--- config.mk ---
export PLATFORM = sky130hd
export DESIGN_NAME = instr_encoder_flat
export DESIGN_NICKNAME = d
export VERILOG_FILES = /design/src/rtl/instr_encoder_pkg.sv /design/src/rtl/instr_encoder_if.sv /design/src/rtl/instr_encoder_fifo.sv /design/src/rtl/instr_encoder.sv /design/src/flat_wrapper.sv
export SDC_FILE = /design/constraint.sdc
export NUM_CORES = 1
export LEC_CHECK = 0
export CORE_MARGIN = 5
export CORE_UTILIZATION = 55
export CTS_BUF_LIST = sky130_fd_sc_hd__clkbuf_2
export DETAILED_ROUTE_END_ITERATION = 16
export PLACE_DENSITY = 0.83
export SLEW_MARGIN = 20
export SYNTH_ARGS = -nofsm -noshare
export SYNTH_HDL_FRONTEND = slang
export SYNTH_SLANG_ARGS = --single-unit
--- constraint.sdc ---
create_clock -name clk -period 2.58 [get_ports clk]
set_input_delay 0.387 -clock clk [delete_from_list [all_inputs] [get_ports clk]]
set_output_delay 0.387 -clock clk [all_outputs]
set_load 0.01 [all_outputs]
--- src/rtl/instr_encoder_pkg.sv ---
// Shared MIPS encoding constants and helpers for instr_encoder and its bench.
// Opcode and funct values match the single-cycle core's main and ALU decoders.
package instr_enc_pkg;

   typedef enum logic [3:0] {
      KIND_ADD, KIND_SUB, KIND_AND, KIND_OR, KIND_SLT,
      KIND_ADDI, KIND_ANDI, KIND_ORI, KIND_SLTI,
      KIND_LW, KIND_SW, KIND_BEQ, KIND_BNE, KIND_J
   } kind_e;

   typedef struct packed {
      logic [3:0]  kind;
      logic [4:0]  rs;
      logic [4:0]  rt;
      logic [4:0]  rd;
      logic [15:0] imm;
      logic [25:0] target;
   } req_t;

   localparam logic [5:0] OPC_RTYPE = 6'b000000;
   localparam logic [5:0] OPC_ADDI  = 6'b001000;
   localparam logic [5:0] OPC_ANDI  = 6'b001100;
   localparam logic [5:0] OPC_ORI   = 6'b001101;
   localparam logic [5:0] OPC_SLTI  = 6'b001010;
   localparam logic [5:0] OPC_LW    = 6'b100011;
   localparam logic [5:0] OPC_SW    = 6'b101011;
   localparam logic [5:0] OPC_BEQ   = 6'b000100;
   localparam logic [5:0] OPC_BNE   = 6'b000101;
   localparam logic [5:0] OPC_J     = 6'b000010;

   localparam logic [5:0] FUNCT_ADD = 6'b100000;
   localparam logic [5:0] FUNCT_SUB = 6'b100010;
   localparam logic [5:0] FUNCT_AND = 6'b100100;
   localparam logic [5:0] FUNCT_OR  = 6'b100101;
   localparam logic [5:0] FUNCT_SLT = 6'b101010;

   function automatic logic kind_legal(input logic [3:0] kind);
      return kind <= KIND_J;
   endfunction

   function automatic logic [31:0] rtype(input logic [4:0] rs, input logic [4:0] rt,
                                         input logic [4:0] rd, input logic [5:0] funct);
      return {OPC_RTYPE, rs, rt, rd, 5'd0, funct};
   endfunction

   function automatic logic [31:0] itype(input logic [5:0] op, input logic [4:0] rs,
                                         input logic [4:0] rt, input logic [15:0] imm);
      return {op, rs, rt, imm};
   endfunction

   // Illegal kinds encode to zero; the caller is expected to drop them.
   function automatic logic [31:0] encode(input req_t r);
      logic [31:0] w;
      w = '0;
      case (r.kind)
         KIND_ADD:  w = rtype(r.rs, r.rt, r.rd, FUNCT_ADD);
         KIND_SUB:  w = rtype(r.rs, r.rt, r.rd, FUNCT_SUB);
         KIND_AND:  w = rtype(r.rs, r.rt, r.rd, FUNCT_AND);
         KIND_OR:   w = rtype(r.rs, r.rt, r.rd, FUNCT_OR);
         KIND_SLT:  w = rtype(r.rs, r.rt, r.rd, FUNCT_SLT);
         KIND_ADDI: w = itype(OPC_ADDI, r.rs, r.rt, r.imm);
         KIND_ANDI: w = itype(OPC_ANDI, r.rs, r.rt, r.imm);
         KIND_ORI:  w = itype(OPC_ORI,  r.rs, r.rt, r.imm);
         KIND_SLTI: w = itype(OPC_SLTI, r.rs, r.rt, r.imm);
         KIND_LW:   w = itype(OPC_LW,   r.rs, r.rt, r.imm);
         KIND_SW:   w = itype(OPC_SW,   r.rs, r.rt, r.imm);
         KIND_BEQ:  w = itype(OPC_BEQ,  r.rs, r.rt, r.imm);
         KIND_BNE:  w = itype(OPC_BNE,  r.rs, r.rt, r.imm);
         KIND_J:    w = {OPC_J, r.target};
         default:   w = '0;
      endcase
      return w;
   endfunction

endpackage

--- src/rtl/instr_encoder_if.sv ---
// Request side (symbolic instruction in) and imem write side (encoded word out).
// slave is the encoder's view; master is the producer / instruction-memory view.
interface instr_encoder_if #(parameter int ADDR_W = 6);
   logic              in_valid;
   logic              in_ready;
   logic [3:0]        in_kind;
   logic [4:0]        in_rs;
   logic [4:0]        in_rt;
   logic [4:0]        in_rd;
   logic [15:0]       in_imm;
   logic [25:0]       in_target;
   logic              im_we;
   logic              im_ready;
   logic [ADDR_W-1:0] im_addr;
   logic [31:0]       im_wdata;

   modport slave (
      input  in_valid, in_kind, in_rs, in_rt, in_rd, in_imm, in_target, im_ready,
      output in_ready, im_we, im_addr, im_wdata
   );

   modport master (
      output in_valid, in_kind, in_rs, in_rt, in_rd, in_imm, in_target, im_ready,
      input  in_ready, im_we, im_addr, im_wdata
   );
endinterface

--- src/rtl/instr_encoder_fifo.sv ---
// enc_fifo: synchronous FIFO, DEPTH x W; write visible at head one cycle later.
// Registered full/empty: a pop never frees a slot for a push in the same cycle.
module enc_fifo #(
   parameter int DEPTH = 4,
   parameter int W     = 32
) (
   input  logic                     clk,
   input  logic                     rst_n,
   input  logic                     clear,
   input  logic                     push,
   input  logic [W-1:0]             push_dat,
   input  logic                     pop,
   output logic [W-1:0]             pop_dat,
   output logic                     full,
   output logic                     empty,
   output logic [$clog2(DEPTH):0]   count
);
   localparam int AW = $clog2(DEPTH);
   localparam int CW = AW + 1;

   logic [W-1:0]  mem [DEPTH];
   logic [AW-1:0] wr_ptr, rd_ptr;
   logic [CW-1:0] cnt_q, cnt_nxt;
   logic          full_q, empty_q;
   logic          do_push, do_pop;

   assign do_push = push & ~full_q & ~clear;
   assign do_pop  = pop & ~empty_q & ~clear;

   always_comb begin
      cnt_nxt = cnt_q;
      if (clear)
         cnt_nxt = '0;
      else if (do_push && !do_pop)
         cnt_nxt = cnt_q + CW'(1);
      else if (do_pop && !do_push)
         cnt_nxt = cnt_q - CW'(1);
   end

   always_ff @(posedge clk or negedge rst_n) begin
      if (!rst_n) begin
         wr_ptr  <= '0;
         rd_ptr  <= '0;
         cnt_q   <= '0;
         full_q  <= 1'b0;
         empty_q <= 1'b1;
      end else begin
         if (clear) begin
            wr_ptr <= '0;
            rd_ptr <= '0;
         end else begin
            if (do_push) wr_ptr <= wr_ptr + AW'(1);
            if (do_pop)  rd_ptr <= rd_ptr + AW'(1);
         end
         cnt_q   <= cnt_nxt;
         full_q  <= (cnt_nxt == CW'(DEPTH));
         empty_q <= (cnt_nxt == '0);
      end
   end

   always_ff @(posedge clk) begin
      if (do_push) mem[wr_ptr] <= push_dat;
   end

   // Storage is not reset, so the head is masked to zero while empty.
   assign pop_dat = empty_q ? '0 : mem[rd_ptr];
   assign full    = full_q;
   assign empty   = empty_q;
   assign count   = cnt_q;
endmodule

--- src/rtl/instr_encoder.sv ---
// Packs symbolic instruction requests into MIPS words and streams them to imem.
// Latency: accepted word reaches im_wdata one cycle later; in_ready drops when FIFO full.
module instr_encoder
   import instr_enc_pkg::*;
#(
   parameter int DEPTH     = 4,
   parameter int ADDR_W    = 6,
   parameter int BASE_ADDR = 0
) (
   input  logic                   clk,
   input  logic                   rst_n,
   input  logic                   clear,
   instr_encoder_if.slave         bus,
   output logic [$clog2(DEPTH):0] count,
   output logic                   err
);
   localparam logic [ADDR_W-1:0] BASE = ADDR_W'(BASE_ADDR);

   req_t              req;
   logic [31:0]       word;
   logic              legal;
   logic              accept;
   logic              pop;
   logic              full, empty;
   logic [ADDR_W-1:0] addr_q;
   logic              err_q;

   always_comb begin
      req.kind   = bus.in_kind;
      req.rs     = bus.in_rs;
      req.rt     = bus.in_rt;
      req.rd     = bus.in_rd;
      req.imm    = bus.in_imm;
      req.target = bus.in_target;
   end

   assign word   = encode(req);
   assign legal  = kind_legal(bus.in_kind);
   // Illegal requests still complete the handshake; they just never enter the FIFO.
   assign accept = bus.in_valid & bus.in_ready & ~clear;
   assign pop    = bus.im_we & bus.im_ready;

   enc_fifo #(.DEPTH(DEPTH), .W(32)) u_fifo (
      .clk      (clk),
      .rst_n    (rst_n),
      .clear    (clear),
      .push     (accept & legal),
      .push_dat (word),
      .pop      (pop),
      .pop_dat  (bus.im_wdata),
      .full     (full),
      .empty    (empty),
      .count    (count)
   );

   always_ff @(posedge clk or negedge rst_n) begin
      if (!rst_n) begin
         addr_q <= BASE;
         err_q  <= 1'b0;
      end else if (clear) begin
         addr_q <= BASE;
         err_q  <= 1'b0;
      end else begin
         if (pop)              addr_q <= addr_q + ADDR_W'(1);
         if (accept && !legal) err_q  <= 1'b1;
      end
   end

   assign bus.in_ready = ~full;
   assign bus.im_we    = ~empty;
   assign bus.im_addr  = addr_q;
   assign err          = err_q;
endmodule
--- src/flat_wrapper.sv ---
// flat-port wrapper written by rule: the top's interface ports become plain ports
module instr_encoder_flat import instr_enc_pkg::*;
#(
   parameter int DEPTH     = 4,
   parameter int ADDR_W    = 6,
   parameter int BASE_ADDR = 0
)
  (clk, rst_n, clear, count, err, bus_in_valid, bus_in_kind, bus_in_rs, bus_in_rt, bus_in_rd, bus_in_imm, bus_in_target, bus_im_ready, bus_in_ready, bus_im_we, bus_im_addr, bus_im_wdata);
  instr_encoder_if #(.ADDR_W(ADDR_W)) bus_i ();
  input  logic clk;
  input  logic rst_n;
  input  logic clear;
  output logic [$clog2(DEPTH):0] count;
  output logic err;
  input wire logic [$bits(bus_i.in_valid)-1:0] bus_in_valid;
  input wire logic [$bits(bus_i.in_kind)-1:0] bus_in_kind;
  input wire logic [$bits(bus_i.in_rs)-1:0] bus_in_rs;
  input wire logic [$bits(bus_i.in_rt)-1:0] bus_in_rt;
  input wire logic [$bits(bus_i.in_rd)-1:0] bus_in_rd;
  input wire logic [$bits(bus_i.in_imm)-1:0] bus_in_imm;
  input wire logic [$bits(bus_i.in_target)-1:0] bus_in_target;
  input wire logic [$bits(bus_i.im_ready)-1:0] bus_im_ready;
  output wire logic [$bits(bus_i.in_ready)-1:0] bus_in_ready;
  output wire logic [$bits(bus_i.im_we)-1:0] bus_im_we;
  output wire logic [$bits(bus_i.im_addr)-1:0] bus_im_addr;
  output wire logic [$bits(bus_i.im_wdata)-1:0] bus_im_wdata;
  assign bus_i.in_valid = bus_in_valid;
  assign bus_i.in_kind = bus_in_kind;
  assign bus_i.in_rs = bus_in_rs;
  assign bus_i.in_rt = bus_in_rt;
  assign bus_i.in_rd = bus_in_rd;
  assign bus_i.in_imm = bus_in_imm;
  assign bus_i.in_target = bus_in_target;
  assign bus_i.im_ready = bus_im_ready;
  assign bus_in_ready = bus_i.in_ready;
  assign bus_im_we = bus_i.im_we;
  assign bus_im_addr = bus_i.im_addr;
  assign bus_im_wdata = bus_i.im_wdata;
  instr_encoder #(.DEPTH(DEPTH), .ADDR_W(ADDR_W), .BASE_ADDR(BASE_ADDR)) u_core (.clk(clk), .rst_n(rst_n), .clear(clear), .bus(bus_i), .count(count), .err(err));
endmodule
==> impl_metrics.tcl, run 1 <==
set metrics [dict create \
    yosysMostFrequentCell "edfxtp_1" \
    final_core_util_pct 72.4 \
    cts_tree "built" \
    htree_levels 4 \
    grt_setup_unrepaired "yes" \
    synth_flop_cell "edfxtp_1" \
    routabilityCongestion 0.879 \
    power_leakage_uw 0.00287 \
    cp-start-kind "register" \
    hold_viol 0 \
    yosysWarningCount 0 \
    clockRootBuffer "clkbuf_2" \
    rows 38 \
    synth_cell_types 49 \
    cts_made_buffers 17 \
    fin_skew_ns 0.0206 \
    yosysSeqAreaShare_pct 66.6 \
    setup_viol 0 \
    antenna_cells 0 \
    fmaxAchievable_mhz 392 \
    grt_overflow 0 \
    area_delta_synth_final_pct 27.9 \
    via_count 4008 \
    drive_above_1_share_pct 28.6 \
    gr-usage-all-layers_pct 23.1 \
    synthTopCellsByArea "edfxtp_1 (60%), mux4_2 (11%), dfrtp_1 (6.1%), and2_1 (3.1%), a22o_1 (2.3%)" \
    synth_cells 390 \
    clockBufferDepth 2 \
    nFillCells 679 \
    async_flop_share_pct 11.4 \
    critPathKind "reg -> out" \
    grt_pass1_vias 4118 \
    clk_latency_ns 0.62 \
    period_share_pct 98.9 \
    synthTopCellsByCount "edfxtp_1 (124), and2_1 (31), mux4_2 (31)" \
    first_iter_violations 367 \
    drc_errors 0 \
    antenna_found_initial 0 \
    die_x_um 116 \
    p_per_area_nw_per_um2 654 \
    min_period_ns 2.55 \
    finalMaxSlewViolations 0 \
    fin_nets 594 \
    clk_pin_slew_ns 0.18 \
    status "complete, no violations" \
    worstPathRequired_ns 2.19 \
    grt_pass1_wl_mm 22.7 \
    wirelength_mm 14.7 \
    endpoint_kind "primary output" \
    synth_nets 463 \
    ant_nets 0 \
    clock-sinks 140 \
    pin_count 110 \
    dp_hpwl_mm 8.90 \
    synth_edf_count 124 \
    cts_hold_buf 0 \
    total_power_uw 5180 \
    worst-path-max-fanout 6 \
    syn_area_um2 6190 \
    port_buffers 108 \
    peakVddDrop_uv 367 \
    core_um2 10900 \
    die_h_um 116 \
    cp.arrival_ns 2.16 \
    max_cap_violations 0 \
    dr.pass1.iters 5 \
    yosys.area.top_type "edfxtp_1" \
    avgSynthCellArea_um2 15.9 \
    synth-seq-cells 140 \
    wire_per_inst_um 21.8 \
    slew_headroom_pct 52.1 \
    initial_core_util_pct 56.6 \
    synth_top_area_share_pct 60.1 \
    die_area_um2 13500 \
    worstHoldPathType "in -> async" \
    grt_max_degree 32 \
    tightest_slew_ns 0.716 \
    avgViaCountPerCell 5.96 \
]
## through the flow
| step | area (µm²) | setup slack [ns] | setup TNS, ns | instances | hold WS (ns) |
|---|---|---|---|---|---|
| final | 7920 | 0.0291 | 0 | 672 | 0.159 |
| after floorplan | 6190 | 0.523 | 0 | 390 | 0.0914 |
| after detailed placement | 7570 | 0.197 | 0 | 631 | 0.491 |
| after CTS | 7940 | -0.0918 | -0.627 | 675 | 0.118 |
| after global routing | 7920 | -0.133 | -2.71 | 672 | 0.105 |
| after global placement | 7570 | 0.279 | 0 | 631 | 0.490 |
## flip-flops by register name, summed over array words and instances (netlist names)
name and flops:
u_core.u_fifo.full 1, u_core.bus.im_addr 6, u_core.u_fifo.count 3, u_core.u_fifo.rd_ptr 2, u_core.err 1, u_core.u_fifo.empty 1
u_core.u_fifo.mem 124, u_core.u_fifo.wr_ptr 2
## worst max-delay path: stages (launching register included)
cell and delay, ns:
dfrtp_2 0.48, buf_12 0.15, buf_16 0.13, mux4_2 0.50, and2_4 0.16, buf_6 0.11
## area by class of cell
type / count / area, µm² / area share (%)
timing repair buffer: 135 / 1350 / 17.1
sequential: 140 / 4130 / 52.1
clock inverter: 12 / 149 / 1.88
clock buffer: 18 / 90.1 / 1.14
timing repair inverter: 1 / 7.51 / 0.0948
inverter: 11 / 45.0 / 0.569
multi-input combinational: 215 / 1970 / 24.9
tap: 140 / 175 / 2.21
## layout by cell type, fill, tap and decap left out, types with 3 or more instances in the layout
cell type | netlist | layout
clkinvlp_4 | 0 | 5
a22o_1 | 16 | 16
inv_1 | 11 | 10
a21oi_1 | 7 | 7
clkdlybuf4s50_1 | 0 | 77
nand2_1 | 20 | 20
clkbuf_2 | 0 | 18
and3_1 | 7 | 3
buf_2 | 6 | 17
and2_4 | 0 | 18
xor2_1 | 6 | 6
o211ai_1 | 3 | 3
buf_6 | 1 | 16
nor2b_1 | 3 | 3
ha_1 | 7 | 7
edfxtp_1 | 124 | 124
buf_12 | 0 | 7
buf_4 | 1 | 16
dfrtp_1 | 15 | 13
o21ai_0 | 8 | 8
nand3_1 | 9 | 9
a221o_1 | 5 | 5
nand2b_1 | 4 | 4
nand4_1 | 5 | 5
mux4_2 | 31 | 31
nor3_1 | 4 | 3
clkinv_2 | 0 | 3
and2_1 | 31 | 13
bufinv_16 | 0 | 3
nor2_1 | 16 | 16
and3_2 | 0 | 4
xnor2_1 | 5 | 5
## power by group
group	total, µW	switching [µW]	internal, µW
clock network	1270	742	528
logic	1250	576	677
registers	2660	62.8	2600
total	5180	1380	3800
## metal layers
metal / wire (µm) / track usage (%)
met4: 251 / 7.19
met1: 5350 / 29.5
met5: 0 / 0
met2: 7960 / 39.8
met3: 1110 / 5.13
## path summary, 6_finish.rpt
check | startpoint | end | slack, ns | cells past startpoint
worst max-delay path | u_core.u_fifo.rd_ptr[0] | bus_im_wdata[3] | 0.03 | 5
worst min-delay path | rst_n | u_core.bus.im_addr[2] | 0.16 | 1
worst max register to register | u_core.u_fifo.full | u_core.u_fifo.mem[2][9] | 0.74 | 3
worst min register to register | u_core.err | u_core.err | 0.53 | 2
max in group asynchronous | rst_n | u_core.u_fifo.rd_ptr[1] | 1.92 | 1
min in group clk | clear | u_core.err | 0.37 | 2
## timing repair
| action | 4_1_cts | 5_1_grt |
|---|---|---|
| resized for setup | 159 | 11 |
| pin swaps | 27 | 0 |
| endpoints found under the setup margin | 32 | 31 |
| setup buffers | 10 | 1 |
| cloned | 4 | 0 |
## kinds of logic after synthesis
logic type | Yosys count | synth area share, %
adder cells (fa/ha/maj) | 7 | 1.41
other | 1 | 0.0605
AND/OR/NAND/NOR | 105 | 9.15
XOR/XNOR | 11 | 1.56
AO/OA/AOI/OAI | 58 | 7.17
buffers and inverters | 35 | 2.42
multiplexers | 33 | 11.6
flip-flops | 140 | 66.6
No activity file was read; power rests on OpenSTA's default activity.
==> inputs of run 2 (changes only) <==
Settings changed: CAP_MARGIN set to 25, CORE_UTILIZATION 55 to 49, PLACE_DENSITY 0.83 to 0.78.
Clock period 2.58 ns to 2.3 ns, I/O delays scaled along.
==> run 2 against run 1 <==
Net effect: the flow now finishes with violations (negative setup slack); sequential share of layout area decreased by 1.5 points; combinational power increased by 20%; via count decreased by 1.5%; clock skew about the same; cell area increased by 3.0%; setup slack got worse by 0.26 ns; hold slack improved by 0.24 ns; cell count increased by 6.5%; largest cell class unchanged; highest routed layer unchanged.
==> impl_metrics.tcl, run 2 (synthesized netlist as in run 1, its figures left out) <==
set metrics [dict create \
    status "complete, but fails checks" \
    violations "negative setup slack" \
    clockBufferDepth 2 \
    critPathKind "reg -> out" \
    seqCellArea_um2 4130 \
    first_iter_violations 359 \
    final_cell_mix "edfxtp_1 (124), clkdlybuf4s50_1 (76), mux4_2 (31)" \
    core_um2 12500 \
    area_delta_synth_final_pct 31.7 \
    fin_ws_ns -0.228 \
    hold_viol 0 \
    clockRootBuffer "clkbuf_2" \
    dp_hpwl_mm 9.12 \
    endpoint_kind "primary output" \
    drc_errors 0 \
    power_leakage_uw 0.00296 \
    fin_skew_ns 0.0207 \
    port_buffers 108 \
    dr.pass1.iters 4 \
    antenna_found_initial 0 \
    p_comb_share_pct 26.6 \
    clkPwrFrac_pct 20.9 \
    antenna_cells 0 \
    p_switching_uw 1510 \
    die_area_um2 15000 \
    grt_overflow 0 \
    top_layer "met4" \
    wl_met2_mm 7.14 \
    wirelength_mm 14.0 \
    setup_viol 31 \
    slew_headroom_pct 42.8 \
    worst-path-max-fanout 7 \
    finalMaxSlewViolations 0 \
    grt_pass1_vias 4047 \
    cts_made_buffers 17 \
    avgViaCountPerCell 5.51 \
    pin_count 110 \
    p_per_area_nw_per_um2 691 \
    grt_pass1_wl_mm 21.8 \
    regMostFlops "u_core.u_fifo.mem" \
    gr-usage-all-layers_pct 19.6 \
    clock-sinks 140 \
    max_cap_violations 0 \
    nFillCells 914 \
    p_sw_share_pct 26.7 \
    drt-met1-wl_mm 5.67 \
    cp.arrival_ns 2.18 \
    crit_top_cell "buf_6" \
    slowest_stage "mux4_2" \
    grt_setup_unrepaired "yes" \
    fin_nets 605 \
    period_share_pct 110 \
    worstPathRequired_ns 1.96 \
    initial_core_util_pct 49.5 \
    cpPeakStageDelay_ns 0.50 \
    finalSetupTns_ns -6.16 \
    fmaxAchievable_mhz 396 \
    peakVddDrop_uv 315 \
    multi_input_area_um2 1990 \
    die_x_um 122 \
    layout_commonest_cell "edfxtp_1" \
    cts_tree "built" \
    via_count 3946 \
    largest_reg_flops 124 \
    path_cells "buf_6 > buf_12 > mux4_2 > and2_4 > buf_6" \
    worstHoldPathType "in -> reg" \
    min_period_ns 2.53 \
    intPower_uw 4130 \
    final_cell_area_um2 8160 \
    clk_pin_slew_ns 0.18 \
    rows 41 \
    seqPwrFrac_pct 52.5 \
    tightest_slew_ns 0.854 \
    wire_per_inst_um 19.6 \
    die_h_um 122 \
    cp-start-kind "register" \
    routed-wl-met3_um 971 \
    routabilityCongestion 0.811 \
    grt_max_degree 33 \
    clk_latency_ns 0.67 \
    dpl_cell_area_um2 7760 \
    htree_levels 4 \
    ant_nets 0 \
    drive_above_1_share_pct 29.8 \
]
[run 2: final timing paths]
kind,startpoint,endpoint,slack (ns),depth (start not counted)
setup / recovery,u_core.u_fifo.rd_ptr[0],bus_im_wdata[27],-0.23,5
hold / removal,bus_in_target[5],u_core.u_fifo.mem[1][5],0.40,3
setup reg to reg,u_core.u_fifo.count[0],u_core.u_fifo.full,0.57,6
hold reg to reg,u_core.err,u_core.err,0.53,2
max in group asynchronous,rst_n,u_core.u_fifo.empty,1.55,3
min in group asynchronous,rst_n,u_core.u_fifo.count[2],0.51,3
[run 2: final cells by class]
| class | count | area share (%) |
|---|---|---|
| inverter | 11 | 0.506 |
| sequential | 140 | 50.6 |
| timing repair buffer | 147 | 19.7 |
| multi-input combinational | 215 | 24.3 |
| tap | 172 | 2.64 |
| clock buffer | 20 | 1.23 |
| clock inverter | 11 | 0.967 |
[run 2: power groups by stage]
stage	clock network, µW	logic [µW]	registers, µW
2_1_floorplan	0	675	3000
3_3_place_gp	0	1270	3010
3_5_place_dp	0	1300	3020
4_1_cts	1220	1450	2960
5_1_grt	1350	1610	2970
6_report	1180	1500	2960
[run 2: metrics by stage]
| step | worst slack (ns) | std cells | util (%) | hold slack, ns | total power (µW) |
|---|---|---|---|---|---|
| global placement | 0.0611 | 674 | 62.0 | 0.508 | 4280 |
| finish | -0.228 | 716 | 65.2 | 0.398 | 5640 |
| detailed placement | -0.0105 | 674 | 62.0 | 0.494 | 4320 |
| CTS | -0.384 | 717 | 64.8 | 0.319 | 5630 |
| global route | -0.403 | 716 | 65.2 | 0.311 | 5930 |
| floorplan | 0.285 | 390 | - | 0.0494 | 3680 |
[run 2: timing repair]
item / 4_1_cts / 5_1_grt
pin swaps: 6 / 4
hold buffers: 1 / 0
setup buffers: 8 / 2
hold endpoints to repair: 15 / 0
gates cloned: 3 / 0
resized for setup: 160 / 22
endpoints found under the setup margin: 32 / 32
[run 2: routing by layer]
metal  global-route usage, %  up-vias
met1                    25.5     1962
met3                    5.48       20
li1                        -     1810
met4                    7.42        0
met2                    31.7      154
met5                       0        -
[run 2: worst max-delay path: cells and delay by family (launching register included)]
| kind | cells | cell delay [ns] |
|---|---|---|
| flops | 1 | 0.45 |
| simple gates | 1 | 0.18 |
| buf+inv | 3 | 0.38 |
| mux | 1 | 0.50 |
==> inputs of run 3 (changes only) <==
Settings changed: CORE_UTILIZATION 49 to 50, DONT_BUFFER_PORTS set to 1, PLACE_DENSITY 0.78 to 0.68.
==> run 3 against run 2 <==
Net effect: the run still ends with negative setup slack left; largest cell class unchanged; sequential share of layout area rose by 4.9 points; routed wire length up 1.3%; largest power group unchanged; cell count down 10%; hold slack got worse by 0.33 ns; via count shrank 6.2%.
==> impl_metrics.tcl, run 3 (synthesized netlist as in run 1, its figures left out) <==
set metrics [dict create \
    drt-met1-wl_mm 5.68 \
    layout_commonest_cell "edfxtp_1" \
    first_iter_violations 358 \
    rr_worst_depth 5 \
    total_power_uw 5410 \
    worstHoldPathType "in -> reg" \
    fin_ws_ns -0.247 \
    drc_errors 0 \
    htree_levels 4 \
    max_cap_violations 0 \
    p_per_area_nw_per_um2 727 \
    grt_overflow 0 \
    clockBufferDepth 2 \
    routabilityCongestion 0.853 \
    critPathKind "reg -> out" \
    tightest_slew_ns 0.750 \
    grt_setup_unrepaired "yes" \
    ant_nets 0 \
    cts_tree "built" \
    path_cells "buf_12 > buf_16 > mux4_2 > and2_4" \
    cp_top_family "flip-flops" \
    finalSetupTns_ns -5.06 \
    fmaxAchievable_mhz 393 \
    cp.arrival_ns 2.20 \
    area_delta_synth_final_pct 20.1 \
    die_area_um2 14700 \
    antenna_found_initial 0 \
    dr.pass1.iters 4 \
    avgViaCountPerCell 5.75 \
    pin_count 110 \
    drive_above_1_share_pct 26.5 \
    cts_made_buffers 17 \
    grt_pass1_wl_mm 21.9 \
    clock-sinks 140 \
    largest_reg_flops 124 \
    grt_pass1_vias 3858 \
    port_buffers 0 \
    crit-reg2reg-launch "u_core.u_fifo.count[0]" \
    min_from "bus_in_kind[1]" \
    die_h_um 121 \
    endpoint_kind "primary output" \
    worst-path-max-fanout 8 \
    clk_latency_ns 0.68 \
    endpoint "bus_im_wdata[13]" \
    regMostFlops "u_core.u_fifo.mem" \
    peakVddDrop_uv 313 \
    die_x_um 121 \
    wire_per_inst_um 22.1 \
    rr_endpoint "u_core.u_fifo.count[1]" \
    worstPathRequired_ns 1.96 \
    initial_core_util_pct 51.3 \
    dp_slack_ns 0.460 \
    top_layer "met4" \
    grt_max_degree 32 \
    finalMaxSlewViolations 0 \
    period_share_pct 111 \
    setup_viol 31 \
    violations "negative setup slack" \
    dpl_cell_area_um2 6460 \
    hold_viol 0 \
    wl_met2_mm 7.21 \
    whs_path_depth 3 \
    antenna_cells 0 \
    min_period_ns 2.55 \
    fin_nets 536 \
    gr-usage-all-layers_pct 20.1 \
    fin_skew_ns 0.0182 \
    clk_pin_slew_ns 0.19 \
    core_um2 12100 \
    routed-wl-met3_mm 1.10 \
    rows 40 \
    cp-startpoint "u_core.u_fifo.rd_ptr[0]" \
    critical_path_depth 4 \
    final_cell_mix "edfxtp_1 (124), dlygate4sd3_1 (56), mux4_2 (31), and2_4 (31), clkbuf_2 (21)" \
    cpPeakStageDelay_ns 0.52 \
    cp-start-kind "register" \
    wirelength_mm 14.2 \
    path_buf_inv 2 \
    power_leakage_uw 0.00262 \
    status "complete, but fails checks" \
    slew_headroom_pct 49.8 \
    final_cell_area_um2 7440 \
    r2r_setup_slack_ns 0.15 \
    clockRootBuffer "clkbuf_2" \
    timing.hold.ws_ns 0.0722 \
    dp_hpwl_mm 7.68 \
    slowest_stage "dfrtp_2" \
    via_count 3702 \
]
run 3: worst register-to-register path, delay by kind of cell (launching register included):
family                     cells  cell delay (ns)
adders and majority gates      1             0.36
buffers and inverters          2             0.70
AOI/OAI and AO/OA              1             0.16
DFF                            1             0.49
and+or+nand+nor                1             0.38
run 3: repair_timing:
action	in CTS	in global routing
cloned	5	1
setup endpoints to repair	31	31
buffers inserted	3	3
hold endpoints to repair	156	0
pin swaps	0	19
hold buffers	56	0
gates resized for setup	36	2
run 3: how the worst min path moves through the flow:
stage                                          end  slack [ns]
after CTS                               u_core.err        0.01
after global routing      u_core.u_fifo.mem[3][27]        0.03
after detailed placement     u_core.bus.im_addr[1]        0.05
after global placement       u_core.bus.im_addr[1]        0.05
final                                   u_core.err        0.07
after floorplan              u_core.bus.im_addr[0]        0.05
run 3: layout make-up:
cell class,count,area (µm²)
Tap cell,168,210
Clock inverter,11,80.1
Sequential cell,140,4130
Timing Repair Buffer,75,843
Timing Repair inverter,3,22.5
Inverter,11,45.0
Multi-Input combinational cell,215,2010
Clock buffer,21,105
Fill cell,904,4620
run 3: metal layers:
layer,track usage (%),vias up
li1,-,1665
met3,4.90,18
met4,7.49,0
met1,25.7,1851
met5,0,-
met2,33.2,168
run 3: metrics by stage:
| step | cells | utilization (%) |
|---|---|---|
| after floorplan | 390 | - |
| after global placement | 545 | 53.6 |
| after detailed placement | 545 | 53.6 |
| after CTS | 641 | 61.6 |
| after global routing | 644 | 61.7 |
| final | 644 | 61.7 |
run 3: power breakdown:
part           internal [µW]  switching, µW  leakage [µW]
clock                    384            817      0.000124
sequential              2910           81.9       0.00135
combinational            618            597       0.00115
